`src/rtl/no_ativo_pkg.sv`:
```
// Shared types and default widths for the active-node agent and its manager.
package no_ativo_pkg;

  typedef enum logic [0:0] {
    LIVRE = 1'b0,
    ATIVO = 1'b1
  } estado_t;

  localparam int ADR_WIDTH_DEF   = 5;
  localparam int CUSTO_WIDTH_DEF = 8;

endpackage

```
`src/rtl/no_ativo_watchdog.sv`:
```
// Idle watchdog for an occupied slot; asserts expire on the last idle cycle.
// Instantiated by no_ativo only when NO_ATIVO_TIMEOUT_EN is defined.
module no_ativo_watchdog #(
  parameter int TIMEOUT_CYCLES = 64
) (
  input  logic clk,
  input  logic rst_n,
  input  logic clear,
  input  logic run,
  output logic expire
);

  localparam int CNT_W = (TIMEOUT_CYCLES > 1) ? $clog2(TIMEOUT_CYCLES) : 1;
  localparam logic [CNT_W-1:0] LAST = CNT_W'(TIMEOUT_CYCLES - 1);

  logic [CNT_W-1:0] count;

  // Count sits at zero while the slot is free, so entry into ATIVO starts from 0.
  always_ff @(posedge clk or posedge rst_n) begin
    if (rst_n) begin
      count <= '0;
    end else if (clear || !run || expire) begin
      count <= '0;
    end else begin
      count <= count + CNT_W'(1);
    end
  end

  assign expire = run && !clear && (count == LAST);

endmodule

```
`src/rtl/no_ativo.sv`:
```
// Per-slot active-node agent: captures an address/cost on enable, relaxes cost on
// matching updates, frees on matching deactivate. NO_ATIVO_TIMEOUT_EN adds idle auto-release.
module no_ativo
  import no_ativo_pkg::*;
#(
  parameter int ADR_WIDTH      = ADR_WIDTH_DEF,
  parameter int CUSTO_WIDTH    = CUSTO_WIDTH_DEF,
  parameter int TIMEOUT_CYCLES = 64
) (
  input  logic                   clk,
  input  logic                   rst_n,
  input  logic                   habilitar_in,
  input  logic                   atualizar_in,
  input  logic                   desativar_in,
  input  logic [ADR_WIDTH-1:0]   endereco_in,
  input  logic [CUSTO_WIDTH-1:0] custo_in,
  output logic                   na_ativo_out,
  output logic [ADR_WIDTH-1:0]   na_endereco_out,
  output logic [CUSTO_WIDTH-1:0] na_custo_out,
  output logic                   atualizado_out,
  output logic                   erro_out,
  output logic                   expirou_out
);

  estado_t                state_q, state_d;
  logic [ADR_WIDTH-1:0]   addr_d;
  logic [CUSTO_WIDTH-1:0] cost_d;
  logic                   atual_d, erro_d, expir_d;
  logic                   match;
  logic                   expire;

  assign match = (state_q == ATIVO) && (endereco_in == na_endereco_out);

`ifdef NO_ATIVO_TIMEOUT_EN
  no_ativo_watchdog #(
    .TIMEOUT_CYCLES(TIMEOUT_CYCLES)
  ) u_watchdog (
    .clk   (clk),
    .rst_n (rst_n),
    .clear (match && (atualizar_in || desativar_in)),
    .run   (state_q == ATIVO),
    .expire(expire)
  );
`else
  // Without the watchdog the slot never self-releases; TIMEOUT_CYCLES is inert.
  assign expire = (TIMEOUT_CYCLES < 0);
`endif

  always_ff @(posedge clk or posedge rst_n) begin
    if (rst_n) begin
      state_q         <= LIVRE;
      na_endereco_out <= '0;
      na_custo_out    <= '0;
      atualizado_out  <= 1'b0;
      erro_out        <= 1'b0;
      expirou_out     <= 1'b0;
    end else begin
      state_q         <= state_d;
      na_endereco_out <= addr_d;
      na_custo_out    <= cost_d;
      atualizado_out  <= atual_d;
      erro_out        <= erro_d;
      expirou_out     <= expir_d;
    end
  end

  assign na_ativo_out = (state_q == ATIVO);

  always_comb begin
    state_d = state_q;
    addr_d  = na_endereco_out;
    cost_d  = na_custo_out;
    atual_d = 1'b0;
    erro_d  = 1'b0;
    expir_d = 1'b0;
    unique case (state_q)
      LIVRE: begin
        if (habilitar_in) begin
          state_d = ATIVO;
          addr_d  = endereco_in;
          cost_d  = custo_in;
        end
      end
      ATIVO: begin
        erro_d = habilitar_in;
        // Deactivate outranks update; expiry only fires with no matching strobe.
        if (match && desativar_in) begin
          state_d = LIVRE;
          addr_d  = '0;
          cost_d  = '0;
        end else if (match && atualizar_in && (custo_in < na_custo_out)) begin
          cost_d  = custo_in;
          atual_d = 1'b1;
        end else if (expire) begin
          state_d = LIVRE;
          addr_d  = '0;
          cost_d  = '0;
          expir_d = 1'b1;
        end
      end
      default: state_d = LIVRE;
    endcase
  end

endmodule

```
`config.mk`:
```
export PLATFORM = sky130hd
export DESIGN_NAME = no_ativo
export DESIGN_NICKNAME = d
export VERILOG_FILES = /design/src/rtl/no_ativo_pkg.sv /design/src/rtl/no_ativo_watchdog.sv /design/src/rtl/no_ativo.sv
export SDC_FILE = /design/constraint.sdc
export NUM_CORES = 1
export LEC_CHECK = 0
export CORE_MARGIN = 2
export CORE_UTILIZATION = 30
export DETAILED_ROUTE_END_ITERATION = 8
export MAX_ROUTING_LAYER = met4
export PLACE_DENSITY = 0.68
export SLEW_MARGIN = 15
export SYNTH_ARGS = -nofsm -noshare
export SYNTH_HDL_FRONTEND = slang
export SYNTH_SLANG_ARGS = --single-unit
```
`constraint.sdc`:
```
create_clock -name clk -period 2.2 [get_ports clk]
set_input_delay 0.44 -clock clk [delete_from_list [all_inputs] [get_ports clk]]
set_output_delay 0.44 -clock clk [all_outputs]
set_load 0.05 [all_outputs]
```
==> qor.yml <==
placed_area_mm2: 0.001331
status: "finished clean"
yosysWarnings: 0
arrival_ns: 2.26
pin_count: 35
die_x_um: 59.67
antenna_found_initial: 0
async_flop_share: 1.000
max_cap_viol_count: 0
grt_first_pass_wirelength_um: 3670
cts_tree: "built"
nNetsFinal: 165
syn_nets: 123
relSlewSlack: 0.5910
yosysTopAreaCellShare: 0.4307
cp.required_ns: 2.37
vias: 849
io_buffers: 33
wl_per_cell_um: 13.50
fmax_mhz: 479.0
clock_path_buffers: 2
vdd_drop_max_uv: 281.6
fin_cells: 171
reg2regPathDepth: 7
synth_common_cells: "dfrtp_1, nor2_1, nand2_1, inv_1"
post_cts_resized: 0
netlist_area_um2: 929.6
avgSynthCellArea_um2: 9.486
syn_to_final_growth_pct: 48.45
cts_root_buffer: "clkbuf_4"
hold_slack_ns: 0.5435
synth_area_leaders: "dfrtp_1, ha_1, a221o_1, nor2_1, xnor2_1"
power_density_mw_per_mm2: 1199
ys.flop_type: "dfrtp_1"
clkLatencyLatePin_ns: 0.28
drive_gt1_frac: 0.09420
met3_usage: 0.01515
dp_hpwl_um: 1827
r2r_end: "na_custo_out[5]"
grt_max_degree: 17
r2r_slack_ns: 0.29
critPathMaxFanout: 7
synth-edff-count: 0
grt.total_usage: 0.1413
grt_pass1_vias: 879
preCtsSetupSlack_ns: -0.2659
postRouteAntennaNets: 0
setup_slack_ns: 0.1123
critPathBufInv: 1
cts_max_level: 1
r2r-start: "na_custo_out[1]"
cp_top_family: "compound AO/OA/AOI/OAI gates"
ys_ff_latch: 16
synth_cell_types: 25
fp.coreArea_mm2: 0.003003
dieArea_mm2: 0.003560
critPathSlowestCell: "clkdlybuf4s50_1"
final_area_mm2: 0.001380
final_hold_viol_count: 0
synth_cells: 98
grt_setup_unrepaired: "false"
numCtsBuffers: 3
routed_wl_um: 2308
post-cts-setup-buffer-count: 0
dr.pass1.iters: 4
min_period_over_period: 0.9489
path_cells: "clkdlybuf4s50_1 > ha_1 > nand4_1 > nor2_1 > o31ai_4 > a41o_4 > a221o_1"
gp_congestion: 0.7826
clkSinkCount: 16
drc: 0
power.static_leakage_nw: 0.5742
start_util: 0.3096
grt-busiest-layer: "met2"
slowest_delay_ns: 0.47
placed_cells: 168
cts.clk_slew.worst_paths_ns: 0.09
cp-start-kind: "input pin"
use_met2: 0.2391
drt_first_iter_violations: 41
cts_hold_buffers: 0
synth.most_common_cell: "dfrtp_1"
worstSetupPathType: "in2reg"
drv_slew: 0
endpoint_kind: "flop"
viasPerCell: 4.965
synth_top_area_cell: "dfrtp_1"
core.rowCount: 20
finClkSkew_ns: 0.002760
die-height_um: 59.67
antenna_cells: 0
met1_usage: 0.1626
synth.yosys.seq_area_share: 0.4307
period_needed_ns: 2.088
hold_path_class: "in2async"
finalSetupViolations: 0
grt.overflow.total: 0
tightestPinTransition_ns: 0.6129
==> per-layer routing <==
metal / part of all wire / up-vias / routed length (um)
met2: 0.48 / 28 / 1113
met4: 0.020 / 0 / 47
met3: 0.049 / 4 / 114
li1: - / 423 / -
met1: 0.45 / 394 / 1033
met5: 0 / - / 0
==> report_power, final <==
part           internal (mW)  total [mW]  switching [mW]
logic                  0.389        1.01           0.625
registers              0.398       0.489          0.0917
clock network         0.0635       0.151          0.0872
total                  0.850        1.65           0.804
==> layout by cell type (no fill, tap or decap), types with 2 or more instances in the layout <==
master           instances
dfrtp_1                 16
nand2_1                 11
and2_1                   2
buf_4                    5
clkbuf_4                 3
nor2_1                  15
nand4_1                  2
o21ai_0                  7
xnor2_1                  5
ha_1                     7
inv_1                    9
clkdlybuf4s50_1         33
a221o_1                  8
==> worst max-delay path by stage <==
| stage | slack (ns) | depth (start not counted) | start | endpoint |
|---|---|---|---|---|
| after CTS | 0.05 | 7 | custo_in[1] | na_custo_out[5] |
| final | 0.11 | 7 | custo_in[4] | na_custo_out[5] |
| after global placement | -0.15 | 7 | custo_in[1] | na_custo_out[7] |
| after detailed placement | -0.27 | 7 | custo_in[1] | na_custo_out[5] |
| after floorplan | 0.06 | 7 | na_custo_out[5] | na_custo_out[4] |
| after global routing | 0.02 | 8 | custo_in[5] | na_custo_out[6] |
==> logic make-up after synthesis <==
logic type,count (synthesis),synth area share
compound gates,20,0.1723
xor+xnor,5,0.04710
fa+ha+maj,7,0.09421
buf+inv,10,0.04441
flops,16,0.4307
mux,1,0.01077
other cells,1,0.004034
simple gates,38,0.1965
==> registers in the layout, indices dropped and copies added (netlist names) <==
name             flops
erro_out             1
atualizado_out       1
na_custo_out         8
na_endereco_out      5
na_ativo_out         1
==> final cells by class <==
cell class | count | area (um2)
well taps | 33 | 41.29
flip-flops and latches | 16 | 400.4
repair buffers | 38 | 367.9
inverters | 9 | 33.78
multi-input cells | 72 | 514.2
fillers | 294 | 1623
clock buffers | 3 | 22.52
==> worst register-to-register path: cells and delay by family, from the launching register on <==
family | cells | cell delay (ns)
adders and majority gates | 1 | 0.26
buffers and inverters | 1 | 0.07
AOI/OAI and AO/OA | 4 | 0.98
and+or+nand+nor | 1 | 0.09
DFF | 1 | 0.40
==> per-stage QoR <==
step	power, mW	setup TNS, ns	util
finish	1.654	0	0.4596
global route	1.757	0	0.4596
CTS	1.650	0	0.4508
detailed placement	1.495	-2.023	0.4433
global placement	1.476	-1.171	0.4433
floorplan	1.153	0	-
(Power assumes the default switching activity.)
